$ cat src/rtl/tile_ctrl_gen.sv
// Tile-sequencing controller for an ARR x ARR MAC array: walks every (t,m,n) tile
// of an {M,N,T} job, issuing load strobes, buffer addresses, run and store control.
module tile_ctrl_gen #(
    parameter int ARR   = 4,
    parameter int DIM_W = 5,
    localparam int LG   = $clog2(ARR),
    localparam int TIW  = DIM_W - LG,
    localparam int AW   = 2 * TIW + LG
) (
    input  logic               CLK,
    input  logic               RSTN,
    input  logic               Start,
    input  logic               Abort,
    input  logic [3*DIM_W-1:0] MNT,
    input  logic               Tile_Done,
    input  logic               LOAD_DONE,
    input  logic               STORE_DONE,
    input  logic               INIT_DONE,
    output logic               LOAD_I,
    output logic               LOAD_W,
    output logic               START_CALC,
    output logic               ACC,
    output logic               OMSRC,
    output logic [LG-1:0]      ICOL,
    output logic [LG-1:0]      WROW,
    output logic [LG:0]        ROW_TOTAL,
    output logic [AW-1:0]      ADDR_I,
    output logic [AW-1:0]      ADDR_W,
    output logic [AW-1:0]      ODST,
    output logic [LG+2:0]      shamt,
    output logic               CLR_DP,
    output logic               CLR_W,
    output logic               BUSY,
    output logic               DONE
);

    typedef enum logic [2:0] {
        S_IDLE, S_LOAD_BOTH, S_LOAD_INPUT, S_RUN, S_WAIT, S_STORE_ACC, S_BRANCH
    } state_t;

    state_t             state, state_nx;
    logic [DIM_W-1:0]   m_dim, n_dim, t_dim;
    logic [DIM_W-1:0]   mnt_m, mnt_n, mnt_t;
    logic [TIW-1:0]     t_idx, m_idx, n_idx;
    logic [LG:0]        i_cnt, w_cnt;
    logic [LG-1:0]      run_cnt;
    logic [TIW:0]       tot_m, tot_n, tot_t;
    logic [LG:0]        rem_m, rem_n, rem_t;
    logic [LG-1:0]      lack;
    logic               t_last, m_last, n_last, tile_last;
    logic               in_load_i, i_fin, w_fin;
    logic               start_ok, dims_zero;
    logic               done_z, abort_clr, omsrc_q;

    function automatic logic [TIW:0] tot_of(input logic [DIM_W-1:0] x);
        return (TIW+1)'(({1'b0, x} + (DIM_W+1)'(ARR - 1)) >> LG);
    endfunction

    // Rows left in tile idx, clamped to [0, ARR].
    function automatic logic [LG:0] rem_of(input logic [DIM_W-1:0] x, input logic [TIW-1:0] idx);
        logic [DIM_W-1:0] base, left;
        base = {idx, {LG{1'b0}}};
        left = (x > base) ? x - base : '0;
        return (left > DIM_W'(ARR)) ? (LG+1)'(ARR) : (LG+1)'(left);
    endfunction

    assign {mnt_m, mnt_n, mnt_t} = MNT;
    assign dims_zero = (mnt_m == '0) || (mnt_n == '0) || (mnt_t == '0);
    assign start_ok  = (state == S_IDLE) && Start && !Abort;

    assign tot_m = tot_of(m_dim);
    assign tot_n = tot_of(n_dim);
    assign tot_t = tot_of(t_dim);
    assign rem_m = rem_of(m_dim, m_idx);
    assign rem_n = rem_of(n_dim, n_idx);
    assign rem_t = rem_of(t_dim, t_idx);

    assign t_last    = ({1'b0, t_idx} == tot_t - (TIW+1)'(1));
    assign m_last    = ({1'b0, m_idx} == tot_m - (TIW+1)'(1));
    assign n_last    = ({1'b0, n_idx} == tot_n - (TIW+1)'(1));
    assign tile_last = t_last && m_last && n_last;

    assign in_load_i = (state == S_LOAD_BOTH) || (state == S_LOAD_INPUT);
    assign LOAD_I    = in_load_i && (i_cnt < rem_t);
    assign LOAD_W    = (state == S_LOAD_BOTH) && (w_cnt < rem_m);
    // Leave the load state in the same cycle as the final strobe so RUN follows it directly.
    assign i_fin     = (i_cnt + (LG+1)'(LOAD_I)) >= rem_t;
    assign w_fin     = (w_cnt + (LG+1)'(LOAD_W)) >= rem_m;

    always_comb begin
        // NOTE: every signal driven here gets a default first, so no latch can be inferred.
        state_nx = state;
        CLR_DP   = abort_clr;
        CLR_W    = abort_clr;
        DONE     = done_z;
        case (state)
            S_IDLE:       if (Start) state_nx = dims_zero ? S_IDLE : S_LOAD_BOTH;
            S_LOAD_BOTH:  if (i_fin && w_fin) state_nx = S_RUN;
            S_LOAD_INPUT: if (i_fin) state_nx = S_RUN;
            S_RUN:        if (run_cnt == LG'(ARR - 1)) state_nx = S_WAIT;
            S_WAIT: begin
                if (ACC) begin
                    if (LOAD_DONE) state_nx = S_STORE_ACC;
                end else if (Tile_Done) begin
                    state_nx = S_BRANCH;
                end
            end
            S_STORE_ACC:  if (STORE_DONE) state_nx = S_BRANCH;
            S_BRANCH: begin
                CLR_DP = 1'b1;
                if (tile_last) begin
                    state_nx = S_IDLE;
                    CLR_W    = 1'b1;
                    DONE     = !Abort;
                end else if (!t_last) begin
                    state_nx = S_LOAD_INPUT;
                end else begin
                    state_nx = S_LOAD_BOTH;
                    CLR_W    = 1'b1;
                end
            end
            default:      state_nx = S_IDLE;
        endcase
        if (Abort) state_nx = S_IDLE;
    end

    always_ff @(posedge CLK or negedge RSTN) begin
        if (!RSTN) state <= S_IDLE;
        else       state <= state_nx;
    end

    always_ff @(posedge CLK or negedge RSTN) begin
        if (!RSTN) begin
            m_dim     <= '0;
            n_dim     <= '0;
            t_dim     <= '0;
            t_idx     <= '0;
            m_idx     <= '0;
            n_idx     <= '0;
            i_cnt     <= '0;
            w_cnt     <= '0;
            run_cnt   <= '0;
            done_z    <= 1'b0;
            abort_clr <= 1'b0;
            omsrc_q   <= 1'b0;
        end else begin
            // NOTE: sequential state is updated with non-blocking assignments only.
            omsrc_q   <= !INIT_DONE || (state == S_STORE_ACC);
            abort_clr <= Abort;
            done_z    <= start_ok && dims_zero;
            if (start_ok) {m_dim, n_dim, t_dim} <= MNT;

            // Counters only survive while the next state keeps loading or running.
            if (state_nx != S_LOAD_BOTH && state_nx != S_LOAD_INPUT) i_cnt <= '0;
            else if (LOAD_I)                                         i_cnt <= i_cnt + (LG+1)'(1);
            if (state_nx != S_LOAD_BOTH) w_cnt <= '0;
            else if (LOAD_W)             w_cnt <= w_cnt + (LG+1)'(1);
            run_cnt <= (state == S_RUN && state_nx == S_RUN) ? run_cnt + LG'(1) : '0;

            if (Abort || (state == S_BRANCH && tile_last)) begin
                t_idx <= '0;
                m_idx <= '0;
                n_idx <= '0;
            end else if (state == S_BRANCH) begin
                if (!t_last) begin
                    t_idx <= t_idx + TIW'(1);
                end else begin
                    t_idx <= '0;
                    if (!m_last) begin
                        m_idx <= m_idx + TIW'(1);
                    end else begin
                        m_idx <= '0;
                        n_idx <= n_idx + TIW'(1);
                    end
                end
            end
        end
    end

    assign START_CALC = (state == S_RUN);
    assign ACC        = (n_idx != '0);
    assign BUSY       = (state != S_IDLE);
    assign OMSRC      = omsrc_q;
    assign ICOL       = i_cnt[LG-1:0];
    assign WROW       = w_cnt[LG-1:0];
    assign ROW_TOTAL  = rem_t;
    assign ADDR_I     = {n_idx, t_idx, i_cnt[LG-1:0]};
    assign ADDR_W     = {n_idx, m_idx, w_cnt[LG-1:0]};
    assign ODST       = {m_idx, t_idx, i_cnt[LG-1:0]};
    // Right-shift that aligns a partial last n tile; a full tile needs none.
    assign lack       = LG'((LG+1)'(ARR) - rem_n);
    assign shamt      = (rem_n == '0) ? '0 : {lack, 3'b000};

endmodule

$ cat config.mk
export PLATFORM = sky130hd
export DESIGN_NAME = tile_ctrl_gen
export DESIGN_NICKNAME = d
export VERILOG_FILES = /design/src/rtl/tile_ctrl_gen.sv
export SDC_FILE = /design/constraint.sdc
export NUM_CORES = 1
export LEC_CHECK = 0
export ABC_AREA = 1
export BUFFER_PORTS_ARGS = -buffer_cell sky130_fd_sc_hd__buf_2
export CAP_MARGIN = 40
export CORE_MARGIN = 3
export CORE_UTILIZATION = 40
export DETAILED_ROUTE_END_ITERATION = 8
export PLACE_DENSITY = 0.6
export SETUP_SLACK_MARGIN = 0.15
export SLEW_MARGIN = 20
export SYNTH_ARGS = -nofsm -noshare
export SYNTH_HDL_FRONTEND = slang
export SYNTH_SLANG_ARGS = --single-unit
$ cat constraint.sdc
create_clock -name CLK -period 5.56 [get_ports CLK]
set_clock_uncertainty 0.05 [all_clocks]
set_input_delay 0.278 -clock CLK [delete_from_list [all_inputs] [get_ports CLK]]
set_output_delay 0.278 -clock CLK [all_outputs]
set_load 0.01 [all_outputs]
After elaboration in Yosys (flattened, before gate mapping):

Cells that the tools add are included.

* input port bits: 23
* logic and storage cells: 128
* flip-flop bits (word level): 38
* output and inout port bits: 45

* reduce and logical (&&, ||, !) cells: 32
* equality and inequality tests: 13
* $add $sub $neg: 18
* order comparisons: 10
* mux-type cells: 42

Operators with widths (number)
* $mux 3: 27
* $pmux 3 s7: 1
* $mux 5: 4
* $add 5x2->6 const B: 3
* $add 3x1->3 const B: 5
* $gt 5x3->1 const B: 3
* $gt 5x5->1: 3
* $logic_not 5->1: 3
* $sub 5x5->5: 3
* $eq 3x4->1: 3
* $sub 4x1->4 const B: 3
* $logic_and 1x1->1: 11
* $reduce_bool 2->1: 5
* $eq 3x2->1 const B: 3
* $eq 3x3->1 const B: 3
* $mux 1: 7
* $add 3x1->3: 2
* $ge 3x3->1: 2
* $logic_not 3->1: 2
* $lt 3x3->1: 2
* $mux 2: 3
* $reduce_bool 3->1: 2
* $logic_or 1x1->1: 5
* $eq 3x1->1 const B: 1
* 8 further kinds: 9

Logic depth before layout (Yosys ltp):

Gate-level depths: netlist of the first run.

* word-level depth: 15
* mapped depth: 31
* depth with buffers taken out: 31

Worst setup path after synthesis of the first run:

Ideal clock, no wire load.

* path kind: reg2reg
* start point: register t_idx[0]
* end point: register i_cnt[0]
* arrival: 4.135 ns
* slack: 1.298 ns
* period minus slack after synthesis: 4.262 ns
* cell stages (with the launch flop): 30
* library setup time: 0.077 ns
* required time: 5.433 ns
* path buffers: 0
* cell sequence: dfrtp_1 ha_1 inv_1 fa_1 a21oi_1 nand2_1 nor2_1 nand2_1 nor2_1 inv_1 ha_1 nand2_1 inv_1 nand2_1 nand3_1 inv_1 ha_1 ha_1 xor2_1 ha_1 nand2_1 o211ai_1 nand2_1 nor2_1 nor2_1 nand2_1 nand2_1 nor2_1 nand2_1 a21oi_1

* word-level cells in the longest chain between the ends: 15
* elaborated cells on any way between the ends: 24
* classes of those cells: 2 x add/sub; 4 x order compare; 3 x eq/ne; 9 x mux; 6 x reduce/logical

RTL lines
* from (decl): RTL line 44 `logic [TIW-1:0] t_idx, m_idx, n_idx;`
* from (signal assigned): RTL line 166 `t_idx <= t_idx + TIW'(1);`
* $sub 5x5->5 / $gt 5x5->1 (equally long branches): RTL line 63 `left = (x > base) ? x - base : '0;`
* $mux 5 *: RTL line 63
* $gt 5x3->1: RTL line 64 `return (left > DIM_W'(ARR)) ? (LG+1)'(ARR) : (LG+1)'(left);`
* $mux 3 *: RTL line 64
* named net ROW_TOTAL[1]: RTL line 26 `output logic [LG:0] ROW_TOTAL,`
* $lt 3x3->1 *: RTL line 84 `assign LOAD_I = in_load_i && (i_cnt < rem_t);`
* $logic_and 1x1->1 *: RTL line 84
* named net LOAD_I: RTL line 19 `output logic LOAD_I,`
* $add 3x1->3: RTL line 87 `assign i_fin = (i_cnt + (LG+1)'(LOAD_I)) >= rem_t;`
* $ge 3x3->1: RTL line 87
* $logic_and 1x1->1: RTL line 98 `S_LOAD_BOTH: if (i_fin && w_fin) state_nx = S_RUN;`
* $mux 3: RTL line 98
* $pmux 3 s7: RTL line 96 `case (state)`
* $mux 3: RTL line 124 `if (Abort) state_nx = S_IDLE;`
* $ne 3x1->1 / $ne 3x2->1 (equally long branches): RTL line 154 `if (state_nx != S_LOAD_BOTH && state_nx != S_LOAD_INPUT) i_cnt <= '0;`
* $logic_and 1x1->1: RTL line 154
* $mux 3 / $reduce_bool 2->1 (equally long branches)
* to (signal assigned): RTL line 155 `else if (LOAD_I) i_cnt <= i_cnt + (LG+1)'(1);`
* to (decl): RTL line 45 `logic [LG:0] i_cnt, w_cnt;`

Mark *: on every way through the listed nets, which the timed path passes. The rest lies on a longest branch.
A chain may end at the register's enable or synchronous reset.

Final worst setup path of the first run:

* start point: register t_idx[0]
* end point: register i_cnt[2]

* word-level cells in the longest chain between the ends: 15
* elaborated cells on any way between the ends: 24
* classes of those cells: 2 x add/sub; 4 x order compare; 3 x eq/ne; 9 x mux; 6 x reduce/logical

RTL lines (RTL line)
* $sub 5x5->5 / $gt 5x5->1 (equally long branches): 63
* $mux 5: 63
* $gt 5x3->1: 64
* $mux 3: 64
* $lt 3x3->1: 84
* $logic_and 1x1->1: 84
* $add 3x1->3: 87
* $ge 3x3->1: 87
* $logic_and 1x1->1: 98
* $mux 3: 98
* $pmux 3 s7: 96
* $mux 3: 124
* $ne 3x1->1 / $ne 3x2->1 (equally long branches): 154
* $logic_and 1x1->1: 154
* $mux 3 / $reduce_bool 2->1 (equally long branches)

Several ways; a longest one is shown, not always the timed one.

==> impl_summary.log, run 1 <==
[metrics] number of routed nets with antenna violations: 0
[metrics] Max IR drop VDD: approximately 170 uV
[metrics] number of buffers added by the clock tree synthesis step: 5
[metrics] Peak Freq: 223 MHz
[metrics] starting density of the core: 41.7%
[metrics] Via Count: 2947
[metrics] total congestion overflow after global routing: 0
[metrics] Fill cells: between 800 and 900
[metrics] number of global-route vias before repair: 2865
[metrics] worst-case setup margin in the final layout: 1070 ps
[metrics] total internal power: 0.828 mW
[metrics] floorplan core area: 7810 um^2
[metrics] Comb power frac: 62.2%
[metrics] cell with the biggest individual delay on the critical path: sky130_fd_sc_hd__dfrtp_1
[metrics] count of yosys warnings during synthesis: 0
[metrics] number of clock sinks seen by CTS: 38
[metrics] Reg2Reg Capture Point: i_cnt[2]
[metrics] Clk network pwr share: 12.5%
[metrics] detailed-route wire length: approximately 7500 um
[metrics] post-synthesis cell type count: 31
[metrics] maximum number of pins on one net before global-route repair: 32
[metrics] critical path start-end classification: reg2reg
[metrics] most used flip-flop cell after synthesis: sky130_fd_sc_hd__dfrtp_1
[metrics] Detailed Routing Iterations Pass 1: 4
[metrics] first-pass GRT wire length: between 10000 and 15000 um
[metrics] dpl ws: 1100 ps
[metrics] Vert. Die Dim: 96.3 um
[metrics] Port Buf Inserts: 64
[metrics] flop and latch count out of synthesis: 38
[metrics] number of top-level design ports: 68
[metrics] top cell type's share of synthesized area: between 20% and 30%
[metrics] number of max-capacitance violations reported: 0
[metrics] leading area contributor after synthesis: sky130_fd_sc_hd__dfrtp_1
[metrics] CTS Root Buffer Type: sky130_fd_sc_hd__clkbuf_8
[metrics] Tot GR Track Use: between 10% and 20%
[metrics] Mapped Avg Cell Area: slightly below 7 um^2
[metrics] RePlAce Congestion: 0.821
[metrics] antenna violations before repair: 0
[metrics] type of the worst min-delay path: in2reg
[metrics] DP Wirelength: 6120 um
[metrics] top cells by instance count after synthesis: sky130_fd_sc_hd__nand2_1 (128), sky130_fd_sc_hd__inv_1 (69), sky130_fd_sc_hd__dfrtp_1 (38)
[metrics] CP max stage delay: 460 ps
[metrics] die width: 96.3 um
[metrics] Switching Power: a little over 0.8 mW
[metrics] H-tree depth reported by CTS: 2
[metrics] DR WL/cell: 12.1 um
[metrics] residual DRC count: 0
[metrics] leakage power of the design: 2.08 nW
[metrics] Max Transition Viols Final: 0
[metrics] share of synthesized registers carrying an async set or reset: between 90% and 100%
[metrics] result of the run: finished clean
[metrics] end point of the most critical hold path: OMSRC
[metrics] cell repeated most along the worst path: sky130_fd_sc_hd__nand2_1
[metrics] combined flip-flop and latch cell area: between 900 and 1000 um^2
[metrics] post-synthesis sequential area ratio: 29.2%
[metrics] number of gates resized after CTS: 0
[metrics] summed instance area of the synthesized netlist: between 3000 and 4000 um^2
[metrics] Final setup viols: 0
[metrics] setup slack of the most critical reg-to-reg path: 1070 ps
[metrics] period utilization: 80.8%
[metrics] clock-pin slew of the registers on the worst-case setup and hold paths: 80 ps
[metrics] post-CTS setup buffers: 0
[metrics] leading cell types by total area after synthesis: sky130_fd_sc_hd__dfrtp_1 (29%), sky130_fd_sc_hd__nand2_1 (15%), sky130_fd_sc_hd__ha_1 (13%)
[metrics] Setup TNS: 0 ps
[metrics] HP Start: INIT_DONE
[metrics] maximum clock insertion buffer count: 2
[metrics] switching power share of the total: between 50% and 60%
[metrics] beginning of the worst register-to-register path: t_idx[0]
[metrics] arrival time reported for the critical path endpoint: 4660 ps
[metrics] number of standard-cell rows in the floorplan: 32
[metrics] P&R area growth vs syn: 12.7%
[metrics] maximum fanout along the worst path: 8
[metrics] ant diodes: 0
[metrics] unrepaired setup endpoints after global routing: no
[metrics] number of enable flip-flop cells after synthesis: 0
[metrics] clock tree from TritonCTS: done
[metrics] hold violation total from the final report: 0
[metrics] cell count after synthesis: 469
[metrics] Worst Reg2Reg Path Length in Cells: 29
[metrics] multi-input combinational cell area: 1840 um^2
[metrics] time the final worst path needs with I/O delays and setup: between 4000 and 5000 ps
[metrics] Crit path required time: 5730 ps
[metrics] Worst Setup End Kind: flop
[metrics] Final Net Count: between 500 and 600
[metrics] average via count per standard cell: 4.73
[metrics] most instantiated library cell after synthesis: sky130_fd_sc_hd__nand2_1
[metrics] layout cells sized above 1: between 10% and 20%
[metrics] CP Launch Type: flop
[metrics] Iter 0 DRT Violations: 125
[metrics] full die area: slightly above 9000 um^2
[metrics] clock latency reported for the late side of the worst-skew pair: 300 ps
[metrics] Hold Path Stages: 2
[metrics] power per standard cell area: 451 nW/um^2
[metrics] Sequential Power Share: 25.3%
[metrics] total of hold buffers inserted after clock tree synthesis: 1
flip-flops by register name, indices dropped and copies added (netlist names):
name       cells
OMSRC          1
abort_clr      1
done_z         1
i_cnt          3
m_dim          5
m_idx          3
n_dim          5
n_idx          3
run_cnt        2
state          3
t_dim          5
t_idx          3
w_cnt          3
cell type report:
class                      instances  area share, %
inverter                          80           8.17
multi-input combinational        328           50.1
clock inverter                     1          0.136
timing repair buffer              67           9.94
clock buffer                       7           2.35
sequential                        38           25.9
tap                              102           3.47
cells by family (layout without fill, tap and decap cells):
| kind of cell | Yosys count | in the layout | share of synthesized area [%] |
|---|---|---|---|
| XOR/XNOR | 8 | 8 | 2.15 |
| buffers and inverters | 105 | 155 | 14.6 |
| other | 1 | 3 | 0.115 |
| AO/OA/AOI/OAI | 52 | 52 | 8.75 |
| flip-flops | 38 | 38 | 29.2 |
| AND/OR/NAND/NOR | 229 | 229 | 30.7 |
| adder cells (fa/ha/maj) | 36 | 36 | 14.5 |
power by group through the flow:
stage	combinational (mW)	sequential [mW]	clock, mW
after floorplan	0.821	0.407	0
after global placement	1.01	0.422	0
after detailed placement	1.04	0.425	0
after CTS	1.05	0.420	0.217
after global routing	1.23	0.432	0.234
final	1.03	0.420	0.207
worst max-delay path by stage:
stage,start,end
2_1_floorplan,t_idx[0],i_cnt[0]
3_3_place_gp,t_idx[0],i_cnt[1]
3_5_place_dp,t_idx[0],i_cnt[2]
4_1_cts,t_idx[0],i_cnt[2]
5_1_grt,t_idx[0],i_cnt[2]
6_report,t_idx[0],i_cnt[2]
layer usage:
| metal | up-vias | part of all wire, % | global-route usage (%) |
|---|---|---|---|
| met5 | - | 0 | 0 |
| met4 | 0 | 1.0 | 5.21 |
| met3 | 5 | 5.7 | 3.91 |
| met2 | 68 | 47 | 29.5 |
| met1 | 1309 | 47 | 23.5 |
| li1 | 1565 | - | - |
metrics by stage:
stage          utilization (%)  hold slack, ps  total power [mW]  cell area, um^2  cells
2_1_floorplan                -           -67.6              1.23             3270    471
3_3_place_gp              45.4             376              1.43             3550    613
3_5_place_dp              45.8             224              1.46             3570    614
4_1_cts                   47.1            69.3              1.68             3670    623
5_1_grt                   47.1            77.9              1.89             3670    623
6_report                  47.1            78.7              1.66             3670    623
critical path: cells and delay by family, from the launching register on:
kind	cells	cell delay (ps)
fa+ha+maj	6	1620
xor+xnor	1	140
compound gates	3	520
flops	1	460
simple gates	15	1300
buf+inv	4	300
cell usage in the layout (no fill, tap or decap), drive strengths merged, types with 3 or more instances in the layout:
master | Yosys | layout
nand4 | 4 | 4
a21oi | 19 | 19
nor2 | 41 | 41
nand3 | 38 | 38
nor3 | 9 | 9
xor2 | 8 | 8
o21ai | 25 | 25
fa | 3 | 3
a31oi | 3 | 3
ha | 33 | 33
nand2 | 135 | 135
inv | 80 | 80
clkbuf | 3 | 7
conb | 1 | 3
dfrtp | 38 | 38
buf | 22 | 66
(Power assumes the default switching activity.)
==> inputs of run 2 (changes only) <==
Clock period 5.56 ns to 4.5 ns, I/O delays scaled along.
==> impl_summary.log, run 2 (synthesis gave the netlist of run 1 again) <==
[metrics] fin cells: 638 (was 623)
[metrics] commonest non-fill, non-tap cell in the layout: sky130_fd_sc_hd__nand2_1 (unchanged)
[metrics] HP Start: INIT_DONE (unchanged)
[metrics] unrepaired setup endpoints after global routing: yes (was no)
[metrics] slew of the pin with the lowest slew margin: 508 ps
[metrics] residual DRC count: 0 (unchanged)
[metrics] total congestion overflow after global routing: 0 (unchanged)
[metrics] CP Launch Type: flop (unchanged)
[metrics] first-pass GRT wire length: 12700 um (was 12900 um)
[metrics] antenna violations before repair: 0 (unchanged)
[metrics] Worst Reg2Reg Path Length in Cells: 30 (was 29)
[metrics] cell with the biggest individual delay on the critical path: sky130_fd_sc_hd__fa_1 (was sky130_fd_sc_hd__dfrtp_1)
[metrics] number of routed nets with antenna violations: 0 (unchanged)
[metrics] average via count per standard cell: 4.80 (was 4.73)
[metrics] Post-Layout Inst Area: 3950 um^2 (was 3670 um^2)
[metrics] CP max stage delay: 430 ps (was 460 ps)
[metrics] Hold Path Stages: 2 (unchanged)
[metrics] most used cells in the layout excluding fill and tap cells: sky130_fd_sc_hd__nand2_1 (122), sky130_fd_sc_hd__buf_2 (64), sky130_fd_sc_hd__inv_1 (63) (was sky130_fd_sc_hd__nand2_1 (128), sky130_fd_sc_hd__inv_1 (69), sky130_fd_sc_hd__buf_2 (64))
[metrics] Tot GR Track Use: 17.5% (was 17.9%)
[metrics] Via Count: 3062 (was 2947)
[metrics] power per standard cell area: 584 nW/um^2 (was 451 nW/um^2)
[metrics] floorplan core area: 7810 um^2 (unchanged)
[metrics] leakage power of the design: 2.16 nW (was 2.08 nW)
[metrics] crit path buf inv count: 5 (was 4)
[metrics] clock latency reported for the late side of the worst-skew pair: 290 ps (was 300 ps)
[metrics] layout cells sized above 1: 28.9% (was 20.0%)
[metrics] end point of the most critical hold path: OMSRC (unchanged)
[metrics] result of the run: finished clean (unchanged)
[metrics] Iter 0 DRT Violations: 86 (was 125)
[metrics] Reg2Reg Capture Point: i_cnt[1] (was i_cnt[2])
[metrics] Vert. Die Dim: 96.3 um (unchanged)
[metrics] Placed Cells: 615 (was 614)
[metrics] number of buffers added by the clock tree synthesis step: 5 (unchanged)
[metrics] P&R area growth vs syn: 21.2% (was 12.7%)
[metrics] arrival time reported for the critical path endpoint: 4340 ps (was 4660 ps)
[metrics] die width: 96.3 um (unchanged)
[metrics] Final setup viols: 0 (unchanged)
[metrics] maximum number of pins on one net before global-route repair: 32 (unchanged)
[metrics] headroom to the max-slew limit: 65.8%
[metrics] number of standard-cell rows in the floorplan: 32 (unchanged)
[metrics] maximum clock insertion buffer count: 2 (unchanged)
[metrics] detailed-route wire length: 7810 um (was 7520 um)
[metrics] DR WL/cell: 12.2 um (was 12.1 um)
[metrics] clock tree from TritonCTS: done (unchanged)
[metrics] PnR Total Power: 2.31 mW (was 1.66 mW)
[metrics] Port Buf Inserts: 64 (unchanged)
[metrics] Detailed Routing Iterations Pass 1: 4 (unchanged)
[metrics] beginning of the worst register-to-register path: t_dim[2] (was t_idx[0])
[metrics] type of the worst min-delay path: in2reg (unchanged)
[metrics] Worst Setup End Kind: flop (unchanged)
[metrics] registers with the most flip-flops: m_dim (5), n_dim (5), t_dim (5) (unchanged)
[metrics] number of max-capacitance violations reported: 0 (unchanged)
[metrics] Max IR drop VDD: 219 uV (was 166 uV)
[metrics] clock-pin slew of the registers on the worst-case setup and hold paths: 80 ps (about the same)
[metrics] starting density of the core: 41.7% (unchanged)
[metrics] number of global-route vias before repair: 2857 (was 2865)
[metrics] time the final worst path needs with I/O delays and setup: 4160 ps (was 4490 ps)
[metrics] Worst path top cell family by delay: adder cells (unchanged)
[metrics] Setup TNS: 0 ps (unchanged)
[metrics] placed standard-cell area: 3570 um^2 (unchanged)
[metrics] ant diodes: 0 (unchanged)
[metrics] Max Transition Viols Final: 0 (unchanged)
[metrics] number of top-level design ports: 68 (unchanged)
[metrics] setup slack of the most critical reg-to-reg path: 340 ps (was 1070 ps)
[metrics] cell repeated most along the worst path: sky130_fd_sc_hd__inv_2 (was sky130_fd_sc_hd__nand2_1)
[metrics] H-tree depth reported by CTS: 2 (unchanged)
[metrics] number of clock sinks seen by CTS: 38 (unchanged)
[metrics] DP Wirelength: 6170 um (was 6120 um)
[metrics] Final Util: 50.6% (was 47.1%)
[metrics] critical path start-end classification: reg2reg (unchanged)
[metrics] maximum fanout along the worst path: 3 (was 8)
[metrics] RePlAce Congestion: 0.797 (was 0.821)
[metrics] Crit path required time: 4680 ps (was 5730 ps)
[metrics] CTS Root Buffer Type: sky130_fd_sc_hd__clkbuf_8 (unchanged)
[metrics] hold violation total from the final report: 0 (unchanged)
[metrics] Peak Freq: 240 MHz (was 223 MHz)
[metrics] Final Net Count: 594 (was 579)
[metrics] full die area: 9270 um^2 (unchanged)
[metrics] period utilization: 92.5% (was 80.8%)
run 2: power breakdown:
| part | switching, mW | internal [mW] |
|---|---|---|
| registers | 0.0998 | 0.420 |
| logic | 0.909 | 0.620 |
| clock network | 0.133 | 0.123 |
| total | 1.14 | 1.16 |
run 2: area by class of cell:
type | instances | area, um^2
Inverter | 80 | 300
Tap cell | 102 | 128
Clock inverter | 2 | 12.5
Sequential cell | 38 | 952
Multi-Input combinational cell | 328 | 2000
Timing Repair Buffer | 82 | 470
Clock buffer | 6 | 82.6
Fill cell | 829 | 3860
run 2: how the worst max path moves through the flow:
stage          startpoint       end  slack (ps)  cells after the start
6_report         t_dim[2]  i_cnt[1]         340                     30
5_1_grt          t_dim[2]  i_cnt[1]          30                     30
4_1_cts          t_dim[2]  i_cnt[1]         170                     30
3_5_place_dp     t_dim[2]  i_cnt[1]         -30                     30
3_3_place_gp     t_dim[2]  i_cnt[2]         200                     30
2_1_floorplan    t_idx[0]  i_cnt[0]         240                     29
run 2: layer usage:
metal	vias to the layer above	track usage, %	wire length (um)
met5	-	0	0
met3	8	2.74	319
li1	1598	-	-
met2	56	30.0	3700
met1	1400	22.9	3700
met4	0	4.15	84
run 2: per-stage QoR:
| stage | setup WS, ps | hold WS (ps) |
|---|---|---|
| 2_1_floorplan | 238 | -121 |
| 3_3_place_gp | 197 | 337 |
| 3_5_place_dp | -25.5 | 90.8 |
| 4_1_cts | 170 | 18.8 |
| 5_1_grt | 26.2 | 33.2 |
| 6_report | 337 | 28.0 |
run 2: timing repair:
action	CTS	global route
gates resized for setup	7	36
hold buffers	1	0
setup buffers	4	10
pin swaps	7	25
endpoints found under the hold margin	11	0
endpoints found under the setup margin	8	10
